File: config.mk
export PLATFORM = sky130hd
export DESIGN_NAME = intr_ctrl_flat
export DESIGN_NICKNAME = d
export VERILOG_FILES = /design/src/rtl/intr_ctrl_pkg.sv /design/src/rtl/intr_ctrl_if.sv /design/src/rtl/intr_ctrl_timer.sv /design/src/rtl/intr_ctrl.sv /design/src/flat_wrapper.sv
export SDC_FILE = /design/constraint.sdc
export NUM_CORES = 1
export LEC_CHECK = 0
export BUFFER_PORTS_ARGS = -buffer_cell sky130_fd_sc_hd__buf_4
export CELL_PAD_IN_SITES_DETAIL_PLACEMENT = 1
export CELL_PAD_IN_SITES_GLOBAL_PLACEMENT = 1
export CORE_MARGIN = 2
export CORE_UTILIZATION = 42
export DETAILED_ROUTE_END_ITERATION = 7
export GPL_TIMING_DRIVEN = 0
export PLACE_DENSITY_LB_ADDON = 0.1
export SYNTH_ARGS = -nofsm -noshare
export SYNTH_HDL_FRONTEND = slang
export SYNTH_SLANG_ARGS = --single-unit
File: constraint.sdc
create_clock -name clk -period 4.4 [get_ports clk]
set_input_delay 0.66 -clock clk [delete_from_list [all_inputs] [get_ports clk]]
set_output_delay 0.66 -clock clk [all_outputs]
set_load 0.05 [all_outputs]
File: src/rtl/intr_ctrl_pkg.sv
// Shared constants and the FSM state encoding for the interrupt controller.
package lib_intr;

  // Number of interrupt sources. The top index is the internal timer.
  localparam int N_SRC       = 4;
  // Width of the internal cause index.
  localparam int CAUSE_W     = $clog2(N_SRC);
  // Width of the cause value as the CPU reads it.
  localparam int CAUSE_OUT_W = 32;
  // Width of the timer period and counter.
  localparam int TMR_W       = 32;

  // Controller states.
  typedef enum logic [1:0] {
    IDLE    = 2'd0,
    REQ     = 2'd1,
    SERVICE = 2'd2
  } state_e;

endpackage

File: src/rtl/intr_ctrl_if.sv
// CPU-facing signal bundle of the interrupt controller.
//
// Handshake: the controller raises irq (registered) and holds cause stable
// while the request is outstanding. The CPU answers with a one-cycle take
// pulse when it vectors to the handler, which drops irq on the next cycle.
// When the handler finishes, the CPU sends a one-cycle ack pulse, which
// clears the pending bit of the serviced cause. take is honoured only while
// a request is outstanding and ack only while a cause is being serviced;
// at any other time both are ignored.
interface intr_ctrl_if #(
  parameter int N_SRC = lib_intr::N_SRC
);
  import lib_intr::*;

  logic [N_SRC-2:0]       src_pulse;
  logic                   intr_en;
  logic                   take;
  logic                   ack;
  logic                   mask_we;
  logic [N_SRC-1:0]       mask_wdata;
  logic                   tmr_we;
  logic [TMR_W-1:0]       tmr_wdata;
  logic                   irq;
  logic [CAUSE_OUT_W-1:0] cause;
  logic [N_SRC-1:0]       pending;
  logic [1:0]             state;

  // Controller side.
  modport slave (
    input  src_pulse, intr_en, take, ack, mask_we, mask_wdata, tmr_we, tmr_wdata,
    output irq, cause, pending, state
  );

  // CPU / stimulus side.
  modport master (
    output src_pulse, intr_en, take, ack, mask_we, mask_wdata, tmr_we, tmr_wdata,
    input  irq, cause, pending, state
  );

endinterface

File: src/rtl/intr_ctrl_timer.sv
// Periodic timer: a down-counter that emits a one-cycle tick each time it
// reaches zero, then reloads period - 1. A period of 0 stops the timer.
module intr_timer #(
  parameter int W = lib_intr::TMR_W
) (
  input  logic         clk,
  input  logic         reset,
  input  logic         we,
  input  logic [W-1:0] wdata,
  output logic         tick
);

  logic [W-1:0] r_period;
  logic [W-1:0] r_count;
  logic         w_tick;

  // Terminal count is decoded from registered state, so a write landing on
  // the same cycle cannot suppress the tick that is already due.
  assign w_tick = (r_period != '0) && (r_count == '0);
  assign tick   = w_tick;

  // Period register and down-counter; a write always wins over the reload.
  always_ff @(posedge clk) begin
    if (reset) begin
      r_period <= '0;
      r_count  <= '0;
    end else if (we) begin
      r_period <= wdata;
      r_count  <= (wdata == '0) ? '0 : wdata - W'(1);
    end else if (w_tick) begin
      r_count  <= r_period - W'(1);
    end else if (r_count != '0) begin
      r_count  <= r_count - W'(1);
    end
  end

endmodule

File: src/rtl/intr_ctrl.sv
// Interrupt controller: latches source events into a pending register,
// selects the lowest-index enabled source, and runs a request/service
// handshake with the CPU.
module intr_ctrl #(
  parameter int N_SRC = lib_intr::N_SRC
) (
  input  logic      clk,
  input  logic      reset,
  intr_ctrl_if.slave bus
);
  import lib_intr::*;

  localparam int CW = (N_SRC > 1) ? $clog2(N_SRC) : 1;

  localparam logic [1:0] S_IDLE    = 2'(IDLE);
  localparam logic [1:0] S_REQ     = 2'(REQ);
  localparam logic [1:0] S_SERVICE = 2'(SERVICE);

  logic [1:0]       r_state;
  logic [1:0]       w_state_nxt;
  logic             r_irq;
  logic [CW-1:0]    r_cause;
  logic [CW-1:0]    w_win_idx;
  logic             w_any;
  logic             w_start;
  logic [N_SRC-1:0] r_pending;
  logic [N_SRC-1:0] r_mask;
  logic [N_SRC-1:0] w_event;
  logic [N_SRC-1:0] w_clr;
  logic [N_SRC-1:0] w_elig;
  logic             w_tick;

  intr_timer #(
    .W (TMR_W)
  ) u_timer (
    .clk   (clk),
    .reset (reset),
    .we    (bus.tmr_we),
    .wdata (bus.tmr_wdata),
    .tick  (w_tick)
  );

  // The timer occupies the highest source index.
  assign w_event = {w_tick, bus.src_pulse};
  assign w_elig  = r_pending & r_mask;

  // Fixed priority: the lowest set index of the eligible vector wins.
  always_comb begin
    w_win_idx = '0;
    w_any     = |w_elig;
    for (int i = N_SRC - 1; i >= 0; i--) begin
      if (w_elig[i]) begin
        w_win_idx = CW'(i);
      end
    end
  end

  // Clear of the serviced cause, only on an ack that arrives in SERVICE.
  always_comb begin
    w_clr = '0;
    if ((r_state == S_SERVICE) && bus.ack) begin
      w_clr[r_cause] = 1'b1;
    end
  end

  assign w_start = w_any && bus.intr_en;

  // Next-state logic; take and ack are only looked at in their own state.
  always_comb begin
    w_state_nxt = r_state;
    case (r_state)
      S_IDLE: begin
        if (w_start) begin
          w_state_nxt = S_REQ;
        end
      end
      S_REQ: begin
        if (bus.take) begin
          w_state_nxt = S_SERVICE;
        end else if (!bus.intr_en) begin
          w_state_nxt = S_IDLE;
        end
      end
      S_SERVICE: begin
        if (bus.ack) begin
          w_state_nxt = S_IDLE;
        end
      end
      default: begin
        w_state_nxt = S_IDLE;
      end
    endcase
  end

  // State, registered irq and cause; cause is captured only on entry to REQ
  // so it stays frozen through the request and the service.
  always_ff @(posedge clk) begin
    if (reset) begin
      r_state <= S_IDLE;
      r_irq   <= 1'b0;
      r_cause <= '0;
    end else begin
      r_state <= w_state_nxt;
      r_irq   <= (w_state_nxt == S_REQ);
      if ((r_state == S_IDLE) && w_start) begin
        r_cause <= w_win_idx;
      end
    end
  end

  // Pending latch: a new event beats a clear landing on the same bit.
  always_ff @(posedge clk) begin
    if (reset) begin
      r_pending <= '0;
    end else begin
      r_pending <= (r_pending & ~w_clr) | w_event;
    end
  end

  // Mask register; a write becomes visible to the eligibility check next cycle.
  always_ff @(posedge clk) begin
    if (reset) begin
      r_mask <= '0;
    end else if (bus.mask_we) begin
      r_mask <= bus.mask_wdata;
    end
  end

  assign bus.irq     = r_irq;
  assign bus.cause   = {{(CAUSE_OUT_W - CW){1'b0}}, r_cause};
  assign bus.pending = r_pending;
  assign bus.state   = r_state;

endmodule

File: src/flat_wrapper.sv
// flat-port wrapper written by rule: the top's interface ports become plain ports
module intr_ctrl_flat import lib_intr::*;
#(
  parameter int N_SRC = lib_intr::N_SRC
)
  (clk, reset, bus_src_pulse, bus_intr_en, bus_take, bus_ack, bus_mask_we, bus_mask_wdata, bus_tmr_we, bus_tmr_wdata, bus_irq, bus_cause, bus_pending, bus_state);
  intr_ctrl_if #(.N_SRC(N_SRC)) bus_i ();
  input  logic clk;
  input  logic reset;
  input wire logic [$bits(bus_i.src_pulse)-1:0] bus_src_pulse;
  input wire logic [$bits(bus_i.intr_en)-1:0] bus_intr_en;
  input wire logic [$bits(bus_i.take)-1:0] bus_take;
  input wire logic [$bits(bus_i.ack)-1:0] bus_ack;
  input wire logic [$bits(bus_i.mask_we)-1:0] bus_mask_we;
  input wire logic [$bits(bus_i.mask_wdata)-1:0] bus_mask_wdata;
  input wire logic [$bits(bus_i.tmr_we)-1:0] bus_tmr_we;
  input wire logic [$bits(bus_i.tmr_wdata)-1:0] bus_tmr_wdata;
  output wire logic [$bits(bus_i.irq)-1:0] bus_irq;
  output wire logic [$bits(bus_i.cause)-1:0] bus_cause;
  output wire logic [$bits(bus_i.pending)-1:0] bus_pending;
  output wire logic [$bits(bus_i.state)-1:0] bus_state;
  assign bus_i.src_pulse = bus_src_pulse;
  assign bus_i.intr_en = bus_intr_en;
  assign bus_i.take = bus_take;
  assign bus_i.ack = bus_ack;
  assign bus_i.mask_we = bus_mask_we;
  assign bus_i.mask_wdata = bus_mask_wdata;
  assign bus_i.tmr_we = bus_tmr_we;
  assign bus_i.tmr_wdata = bus_tmr_wdata;
  assign bus_irq = bus_i.irq;
  assign bus_cause = bus_i.cause;
  assign bus_pending = bus_i.pending;
  assign bus_state = bus_i.state;
  intr_ctrl #(.N_SRC(N_SRC)) u_core (.clk(clk), .reset(reset), .bus(bus_i));
endmodule
==> flow_metrics.py <==
metrics = {
    "synthesis": {
        "postSynthCellCount": 584,
        "ys_seq_elements": 77,
        "synth_area_um2": 4770,
        "ys_warn_count": 0,
        "syn_area_per_cell_um2": 8.17,
        "synthDistinctLibCells": 64,
        "synth_seq_area_share_pct": 32.3,
        "synth_edf_count": 0,
        "dominantRegCellSynth": "dfxtp_1",
        "async_flop_share_pct": 0,
    },
    "clock_network": {
        "clock_latency_ns": 0.35,
        "htree_levels": 3,
        "root_buffer": "clkbuf_16",
        "cts.sinks": 77,
        "clkTransAtPathRegs_ns": 0.06,
        "cts_tree": "done",
        "numCtsBuffers": 9,
        "clockBufferDepth": 2,
        "cts.repair.resized": 1,
        "hold_buffers": 0,
        "post_cts_buffers": 0,
    },
    "layout": {
        "finalNonFillerCells": 820,
        "final_net_count": 724,
        "final_cell_mix": "nor2_1, buf_4, dfxtp_1",
        "layout-drive-gt1-share_pct": 17.9,
        "syn2layout_area_growth_pct": 21.2,
        "multi_input_area_um2": 2990,
        "fillers": 1374,
        "num_antenna_cells": 0,
        "regArea_um2": 1540,
    },
    "power_and_ir_drop": {
        "peakVddDrop_mv": 0.242,
        "p_leak_nw": 2.32,
        "cellPowerDensity_nw_per_um2": 354,
    },
    "global_route": {
        "grt_start_max_net_pins": 13,
        "antenna_found_initial": 0,
        "globalRouteOverflowTotal": 0,
        "grt_pass1_wl_um": 25200,
        "grt_pass1_vias": 4889,
        "track_usage_pct": 25.4,
    },
    "sta": {
        "setup_ws_ns": 0.299,
        "finalHoldViolations": 0,
        "final.setup.tns_ns": 0,
        "setup_viol": 0,
        "slew_viol_final": 0,
        "fmax_ghz": 0.244,
        "rsz0062_at_grt": "no",
        "fin_worst_skew_ns": 0.00769,
        "worstMarginPinSlew_ns": 0.931,
        "fin_crit_ns": 4.10,
        "relSlewSlack_pct": 37.4,
        "fin_crit_sh_pct": 93.2,
        "hold_slack_ns": 0.514,
    },
    "critical_path": {
        "r2r-end": "u_core.u_timer.r_count[26]$_SDFFE_PP0P_",
        "slowest_delay_ns": 0.57,
        "crit_type": "reg -> reg",
        "worstPathRequired_ns": 4.60,
        "r2r_cells": 13,
        "worstSetupEndpointType": "flip-flop",
        "cp.arrival_ns": 4.30,
        "rrSetupSlack_ns": 0.30,
        "crit_slowest_cell": "or4_4",
        "critical_path.max_fanout": 10,
        "rr_startpoint": "u_core.u_timer.r_count[19]$_SDFFE_PP0P_",
        "worst_setup_path_start_kind": "flip-flop",
        "worstPathCellList": "or4_4 > or4_1 > buf_2 > nor4_4 > clkbuf_2 > a21oi_1 > ha_1 > nand2_1 > a211oi_2 > nand3_1 > a211oi_1 > xor2_1 > o22ai_1",
    },
    "route": {
        "drc": 0,
        "ant_nets": 0,
        "avgRoutedWirePerCell_um": 18.6,
        "wirelength_um": 15200,
        "via_per_inst": 5.71,
        "drt_iter0_drc": 187,
        "drt_first_pass_iters": 4,
        "num_vias": 4684,
    },
    "job": {
        "cap_violations": 0,
    },
    "placed_design": {
        "post-place-ws_ns": -0.240,
        "dp_hpwl_um": 11400,
        "gp_congestion": 0.881,
        "io_buffer_count": 52,
        "placed_cells": 805,
    },
    "die": {
        "initial_core_util_pct": 43.4,
        "core-area_um2": 11000,
        "rows": 38,
        "ios": 85,
        "die_w_um": 111,
        "die_h_um": 111,
        "dieArea_um2": 12200,
    },
    "worst_hold_path": {
        "hold_path_class": "reg -> reg",
        "hold_depth": 2,
        "hp-start": "u_core.bus.pending[3]$_SDFF_PP0_",
        "holdPathEnd": "u_core.bus.pending[3]$_SDFF_PP0_",
    },
    "run_status": {
        "status": "finished clean",
    },
}
-- synth_stat cells, types with 4 or more instances --
library cell	n	area [um^2]
nand3b_1	7	52.6
buf_4	30	225
nand3_1	12	60.1
nor3b_1	4	30.0
mux2i_1	37	370
dfxtp_1	77	1540
and2_1	9	56.3
nor3_1	21	105
o22ai_1	27	169
xor2_1	24	210
or3_1	10	62.6
clkbuf_1	16	60.1
xnor2_1	26	228
nand2_1	31	116
nor2_1	82	308
a31oi_1	6	37.5
a21oi_1	45	225
or4_1	5	37.5
a211oi_1	5	37.5
nand2b_1	5	31.3
o31ai_1	4	30.0
nor4_1	18	113
inv_1	7	26.3
o21ai_0	12	60.1
-- kinds of logic (layout without fill, tap and decap cells) --
kind of cell    Yosys count  after routing  synth area share [%]
flops                    77             77                  32.3
other cells               1             30                0.0786
fa+ha+maj                 2              2                 0.525
mux                      37             37                  7.77
simple gates            226            226                  24.8
buf+inv                  61            128                  7.69
compound gates          130            130                  17.6
xor+xnor                 50             50                  9.18
-- stage by stage --
stage	total power, mW	area (um^2)	utilization, %
3_3_place_gp	1.23	5440	49.6
2_1_floorplan	1.11	4880	-
6_report	2.05	5780	52.6
5_1_grt	2.14	5780	52.6
4_1_cts	2.05	5770	52.5
3_5_place_dp	1.24	5450	49.6
-- per-layer routing --
metal,routed length (um),track usage (%),up-vias
met2,7530,44.5,96
met4,298,9.08,0
met1,6800,31.7,2319
met5,0,0,-
met3,585,3.79,20
li1,-,-,2249
-- how the worst max path moves through the flow --
stage	slack (ns)	endpoint	start	cells after the start
final	0.30	u_core.u_timer.r_count[26]$_SDFFE_PP0P_	u_core.u_timer.r_count[19]$_SDFFE_PP0P_	13
after global routing	0.07	u_core.u_timer.r_count[20]$_SDFFE_PP0P_	bus_tmr_wdata[7]	10
after CTS	0.14	u_core.u_timer.r_count[12]$_SDFFE_PP0P_	bus_tmr_wdata[7]	10
after detailed placement	-0.24	u_core.u_timer.r_count[12]$_SDFFE_PP0P_	bus_tmr_wdata[7]	10
after global placement	-0.02	u_core.u_timer.r_count[12]$_SDFFE_PP0P_	bus_tmr_wdata[7]	10
after floorplan	0.96	u_core.u_timer.r_count[30]$_SDFFE_PP0P_	u_core.u_timer.r_count[19]$_SDFFE_PP0P_	13
-- power by group --
group          switching, mW  internal, mW  total [mW]
combinational          0.270         0.171       0.441
clock                  0.300         0.508       0.808
sequential            0.0566         0.743       0.800
total                  0.626          1.42        2.05
-- registers in the layout, indices dropped and copies added, names as in the netlist --
| signal | count |
|---|---|
| u_core.bus.irq | 1 |
| u_core.u_timer.r_count | 32 |
| u_core.bus.pending | 4 |
| u_core.r_mask | 4 |
| u_core.r_cause | 2 |
| u_core.u_timer.r_period | 32 |
| u_core.bus.state | 2 |
-- critical path: cells and delay by family (launching register included) --
| family | cells | cell delay (ns) |
|---|---|---|
| simple gates | 5 | 2.03 |
| buf+inv | 2 | 0.57 |
| compound gates | 4 | 0.48 |
| flops | 1 | 0.35 |
| fa+ha+maj | 1 | 0.27 |
| xor+xnor | 1 | 0.24 |
-- final cells by class --
type	instances	area share (%)
flip-flops and latches	77	26.7
clock inverters	4	1.26
repair buffers	52	6.75
clock buffers	11	4.20
inverters	7	0.454
plain buffers	54	5.93
multi-input cells	475	51.7
well taps	140	3.03
Power figures use the tool's default switching activity.
